$ cat src/rtl/pipeline_hazard_ctrl.sv
// Hazard controller for a 5-stage IF/ID/EX/DM/WB pipeline: load-use stall, branch
// flush, EX operand forwarding selects and a syscall drain-then-halt sequence.
module pipeline_hazard_ctrl #(
  parameter int unsigned CntWidth    = 16,
  parameter int unsigned DrainCycles = 2
) (
  input  logic                clk,
  input  logic                rst,
  input  logic                en,
  input  logic [4:0]          id_req_a,
  input  logic                id_use_a,
  input  logic [4:0]          id_req_b,
  input  logic                id_use_b,
  input  logic                id_w_en,
  input  logic [4:0]          id_req_w,
  input  logic                id_is_load,
  input  logic                ex_load_pc,
  input  logic                ex_halt,
  output logic                pc_en,
  output logic                if_id_en,
  output logic                if_id_flush,
  output logic                id_ex_flush,
  output logic [1:0]          fwd_a,
  output logic [1:0]          fwd_b,
  output logic                halted,
  output logic [CntWidth-1:0] stall_cnt,
  output logic [1:0]          dbg_state
);

  // Handshake-free block: every output is a per-cycle level; en=0 freezes all state
  // and deasserts every enable and flush.
  typedef enum logic [1:0] {
    ST_RUN    = 2'd0,
    ST_DRAIN  = 2'd1,
    ST_HALTED = 2'd2
  } state_e;

  localparam int unsigned DrainW = (DrainCycles > 1) ? $clog2(DrainCycles) : 1;
  localparam logic [DrainW-1:0] DrainLast = DrainW'(DrainCycles - 1);

  state_e              state_q, state_d;
  logic [DrainW-1:0]   drain_q, drain_d;
  logic                ex_v_q, ex_v_d;
  logic [4:0]          ex_reg_q, ex_reg_d;
  logic                ex_load_q, ex_load_d;
  logic                dm_v_q, dm_v_d;
  logic [4:0]          dm_reg_q, dm_reg_d;
  logic [1:0]          fwd_a_q, fwd_a_d;
  logic [1:0]          fwd_b_q, fwd_b_d;
  logic [CntWidth-1:0] stall_cnt_q, stall_cnt_d;
  logic                load_use;
  logic                stall;

  // Slots never hold register 0 as valid, so a zero source can never match.
  function automatic logic [1:0] fwd_sel(input logic use_src, input logic [4:0] src,
                                         input logic exv, input logic [4:0] exr,
                                         input logic dmv, input logic [4:0] dmr);
    logic [1:0] sel;
    sel = 2'd0;
    if (use_src) begin
      if (exv && src == exr) begin
        sel = 2'd1;
      end else if (dmv && src == dmr) begin
        sel = 2'd2;
      end
    end
    return sel;
  endfunction

  assign load_use = ex_v_q && ex_load_q &&
                    ((id_use_a && id_req_a == ex_reg_q) || (id_use_b && id_req_b == ex_reg_q));
  // A taken branch squashes the consumer anyway, so it must not also stall.
  assign stall    = (state_q == ST_RUN) && load_use && !ex_load_pc;

  always_comb begin
    state_d     = state_q;
    drain_d     = drain_q;
    ex_v_d      = ex_v_q;
    ex_reg_d    = ex_reg_q;
    ex_load_d   = ex_load_q;
    dm_v_d      = dm_v_q;
    dm_reg_d    = dm_reg_q;
    fwd_a_d     = fwd_a_q;
    fwd_b_d     = fwd_b_q;
    stall_cnt_d = stall_cnt_q;
    pc_en       = 1'b0;
    if_id_en    = 1'b0;
    if_id_flush = 1'b0;
    id_ex_flush = 1'b0;
    if (en) begin
      case (state_q)
        ST_RUN: begin
          pc_en       = !stall;
          if_id_en    = !stall;
          if_id_flush = ex_load_pc;
          id_ex_flush = stall || ex_load_pc;
          if (ex_halt) begin
            state_d = ST_DRAIN;
            drain_d = '0;
          end
        end
        ST_DRAIN: begin
          if_id_flush = 1'b1;
          id_ex_flush = 1'b1;
          if (drain_q == DrainLast) begin
            state_d = ST_HALTED;
          end else begin
            drain_d = drain_q + 1'b1;
          end
        end
        ST_HALTED: begin
          if_id_flush = 1'b1;
          id_ex_flush = 1'b1;
        end
        default: begin
          state_d = ST_RUN;
        end
      endcase

      dm_v_d    = ex_v_q;
      dm_reg_d  = ex_reg_q;
      ex_v_d    = !id_ex_flush && id_w_en && (id_req_w != 5'd0);
      ex_reg_d  = id_req_w;
      ex_load_d = id_is_load;
      if (id_ex_flush) begin
        fwd_a_d = 2'd0;
        fwd_b_d = 2'd0;
      end else begin
        fwd_a_d = fwd_sel(id_use_a, id_req_a, ex_v_q, ex_reg_q, dm_v_q, dm_reg_q);
        fwd_b_d = fwd_sel(id_use_b, id_req_b, ex_v_q, ex_reg_q, dm_v_q, dm_reg_q);
      end
      if (stall && stall_cnt_q != '1) begin
        stall_cnt_d = stall_cnt_q + 1'b1;
      end
    end
  end

  always_ff @(posedge clk) begin
    if (rst) begin
      state_q     <= ST_RUN;
      drain_q     <= '0;
      ex_v_q      <= 1'b0;
      ex_reg_q    <= 5'd0;
      ex_load_q   <= 1'b0;
      dm_v_q      <= 1'b0;
      dm_reg_q    <= 5'd0;
      fwd_a_q     <= 2'd0;
      fwd_b_q     <= 2'd0;
      stall_cnt_q <= '0;
    end else begin
      state_q     <= state_d;
      drain_q     <= drain_d;
      ex_v_q      <= ex_v_d;
      ex_reg_q    <= ex_reg_d;
      ex_load_q   <= ex_load_d;
      dm_v_q      <= dm_v_d;
      dm_reg_q    <= dm_reg_d;
      fwd_a_q     <= fwd_a_d;
      fwd_b_q     <= fwd_b_d;
      stall_cnt_q <= stall_cnt_d;
    end
  end

  assign fwd_a     = fwd_a_q;
  assign fwd_b     = fwd_b_q;
  assign halted    = (state_q == ST_HALTED);
  assign stall_cnt = stall_cnt_q;
  assign dbg_state = state_q;

endmodule

$ cat config.mk
export PLATFORM = sky130hd
export DESIGN_NAME = pipeline_hazard_ctrl
export DESIGN_NICKNAME = d
export VERILOG_FILES = /design/src/rtl/pipeline_hazard_ctrl.sv
export SDC_FILE = /design/constraint.sdc
export NUM_CORES = 1
export LEC_CHECK = 0
export ABC_AREA = 0
export CORE_MARGIN = 2
export CORE_UTILIZATION = 45
export CTS_BUF_LIST = sky130_fd_sc_hd__clkbuf_8
export DETAILED_ROUTE_END_ITERATION = 10
export GPL_ROUTABILITY_DRIVEN = 0
export GPL_TIMING_DRIVEN = 0
export HOLD_SLACK_MARGIN = 0.03
export PLACE_DENSITY = 0.74
export REMOVE_ABC_BUFFERS = 1
export SETUP_SLACK_MARGIN = 0.05
export SLEW_MARGIN = 20
export SYNTH_ARGS = -nofsm -noshare
export SYNTH_HDL_FRONTEND = slang
export SYNTH_SLANG_ARGS = --single-unit
$ cat constraint.sdc
create_clock -name clk -period 2.2 [get_ports clk]
set_input_delay 0.22 -clock clk [delete_from_list [all_inputs] [get_ports clk]]
set_output_delay 0.22 -clock clk [all_outputs]
set_load 0.01 [all_outputs]
==> run summary <==
Worst hold slack - 457 ps
First drt pass iteration count - 4
Die width - 72.7 um
Most common cell after layout, fill and taps aside - clkdlybuf4s50_1
WL final - 5340 um
Clk root buf - clkbuf_8
CTS max path bufs - 2
Commonest cells after routing, fill and taps aside - clkdlybuf4s50_1 (40), dfxtp_1 (33), nor2_1 (22), a21oi_1 (15), mux2i_1 (15)
RR Startpoint - stall_cnt[4]
Fin crit share - 0.932
Total track usage - 0.212
Die Span Y - 72.7 um
CTS tree - yes
Post-DRT Antenna Nets - 0
DP HPWL - 3470 um
Placed Instances - 329
Synth Register Bits - 36
Slew @ Worst Pin - 692 ps
Area growth syn-to-layout - 34.3%
Worst R2R End - stall_cnt[4]
CP max stage delay - 350 ps
Crit Path Category - flop to primary output
Critical path's slowest cell - dfxtp_2
I/O Pins - 51
Seq/Total Area, Yosys - 0.339
Synth unique cells - 49
Multi-input logic area - 0.00139 mm2
Post-layout minimum cycle time - 2050 ps
Grt ovf - 0
Post-Synthesis Cells - 240
Hold path startpoint - rst
RSZ-0062 raised after global routing - true
Core region area - 0.00444 mm2
Post-synth top area cell - dfxtp_1
Critical path cell sequence - inv_2 > ha_4 > and3_4 > nand4_1 > o21a_1 > nand2_2 > and3b_1 > clkbuf_2
Worst Skew - 6.62 ps
Reg2reg path depth - 5
FP Rows - 24
Final Hold Fails - 0
Worst hold endpoint - ex_reg_q[0]
# diodes - 0
CTS Buf Count - 5
Largest net degree at the start of global routing - 41
Vias per inst - 5.92
Max Cap Viol - 0
Async SR Flop Fraction - 0
Clock-pin slew on the worst setup and hold paths - 70 ps
Residual DRC count - 0
Register Area - 724 um2
Synth top area share - 0.339
Number of global-route vias before repair - 1,955
Avg Inst Size Synth - 8.85 um2
R2R Setup Slk - 150 ps
Starting density of the core - 0.478
H-Tree Level Count - 2
Setup Viol. Count Final - 0
Worst setup path startpoint - dbg_state[0]
Hold depth - 2
Post-synth EDFFs - 0
Element type at the critical path end - primary output
Top post-synthesis cells by area - dfxtp_1 (34%), mux2i_1 (7.1%), xor2_1 (5.8%)
Filler cell count - 380
Netlist Area Pre-Place - 0.00212 mm2
Peak VDD IR - 0.330 mV
Total number of vias - 2,047
Fin util - 0.642
First-pass GRT wire length - 8800 um
Final nets - 323
Leakage - 1.03 nW
CP arrival - 1830 ps
Worst-skew pair later-pin latency - 290 ps
Startpoint Class - flop
DR WL/cell - 15.4 um
Starting DRT DRC Count - 225
Fin. max-slew vios - 0
Share of post-route cells with drive strength above 1 - 0.153
Prevailing post-synth register cell - dfxtp_1
Port bufs - 50
Synthesis warning total - 0
CTS Sinks - 36
CP Data Required Time - 1980 ps
Status - complete, no violations
Worst slew margin - 0.539
Critical path peak fanout - 7
Worst min path class - input pin to flop
Power Density - 517 mW/mm2
Pwr Total - 0.00148 W
Final cell count without fillers - 346
Achievable Freq - 0.488 GHz
Initial antenna violation count - 0
Die ar. - 0.00529 mm2
## metal layers
metal	vias to the layer above	track usage	share of wire
met2	76	0.342	0.48
met4	0	0.0885	0.017
met1	958	0.269	0.44
li1	1003	-	-
met5	-	0	0
met3	10	0.0525	0.062
## sequential cells by signal, indices dropped and copies added, names as in the netlist
signal and cells:
stall_cnt 16, dm_reg_q 5, ex_reg_q 5, dbg_state 2, fwd_a 2, fwd_b 2
dm_v_q 1, drain_q 1, ex_load_q 1, ex_v_q 1
## where the power goes
group	internal, W	switching (W)
clock network	0.000279	0.000234
registers	0.000668	0.0000214
logic	0.000134	0.000139
total	0.00108	0.000395
## cells in the mapped netlist (2+ instances only)
| cell type | count |
|---|---|
| o21ai_0 | 4 |
| ha_1 | 5 |
| and3_1 | 2 |
| xnor2_1 | 6 |
| clkbuf_1 | 7 |
| a211oi_1 | 2 |
| mux2i_1 | 15 |
| nor3_1 | 2 |
| o211ai_1 | 3 |
| nand2_1 | 10 |
| a21oi_1 | 15 |
| and4_1 | 2 |
| nor2_1 | 22 |
| or3_1 | 2 |
| mux2_2 | 2 |
| o31ai_1 | 12 |
| inv_1 | 8 |
| nand3_1 | 9 |
| nand4_1 | 9 |
| nor3b_1 | 3 |
| nand4b_1 | 2 |
| or4_1 | 13 |
| dfxtp_1 | 36 |
| buf_6 | 2 |
| nor4_1 | 4 |
| buf_4 | 2 |
| nor2b_1 | 3 |
| xor2_1 | 14 |
| nand2b_1 | 4 |
## kinds of logic after synthesis
family / Yosys count / share of synthesized area
buffers and inverters: 21 / 0.0483
muxes: 17 / 0.0813
DFF: 36 / 0.339
and+or+nand+nor: 95 / 0.267
adders and majority gates: 5 / 0.0294
AOI/OAI and AO/OA: 46 / 0.153
xor gates and xnor gates: 20 / 0.0825
## critical path, delay by kind of cell (launching register included)
family | cells | cell delay (ps)
flops | 1 | 350
buf+inv | 2 | 210
fa+ha+maj | 1 | 180
simple gates | 4 | 560
compound gates | 1 | 240
## worst max-delay path by stage
stage | end | slack, ps | cells past startpoint
after floorplan | stall_cnt[4] | 110 | 6
after global placement | stall_cnt[9] | -660 | 4
after detailed placement | stall_cnt[9] | -710 | 4
after CTS | id_ex_flush | -40 | 9
after global routing | id_ex_flush | 8 | 8
final | id_ex_flush | 150 | 8
## layout make-up
cell class	instances	area share
inverter	8	0.0105
timing repair buffer	58	0.193
sequential	36	0.254
clock buffer	7	0.0338
tap	52	0.0228
multi-input combinational	185	0.486
## metrics by stage
stage	setup TNS, ps	area [um2]	worst slack [ps]
after floorplan	0	2050	113
after global placement	-11410	2620	-658
after detailed placement	-11700	2610	-714
after CTS	-40.3	2820	-40.3
after global routing	0	2850	7.93
final	0	2850	150
## what timing repair did
action,CTS,global route
buffers inserted,6,2
setup endpoints to repair,21,14
hold buffers,0,0
resized for setup,19,15
hold endpoints to repair,0,0
pin swaps,4,6
cloned,1,1
No activity file was read; power rests on OpenSTA's default activity.
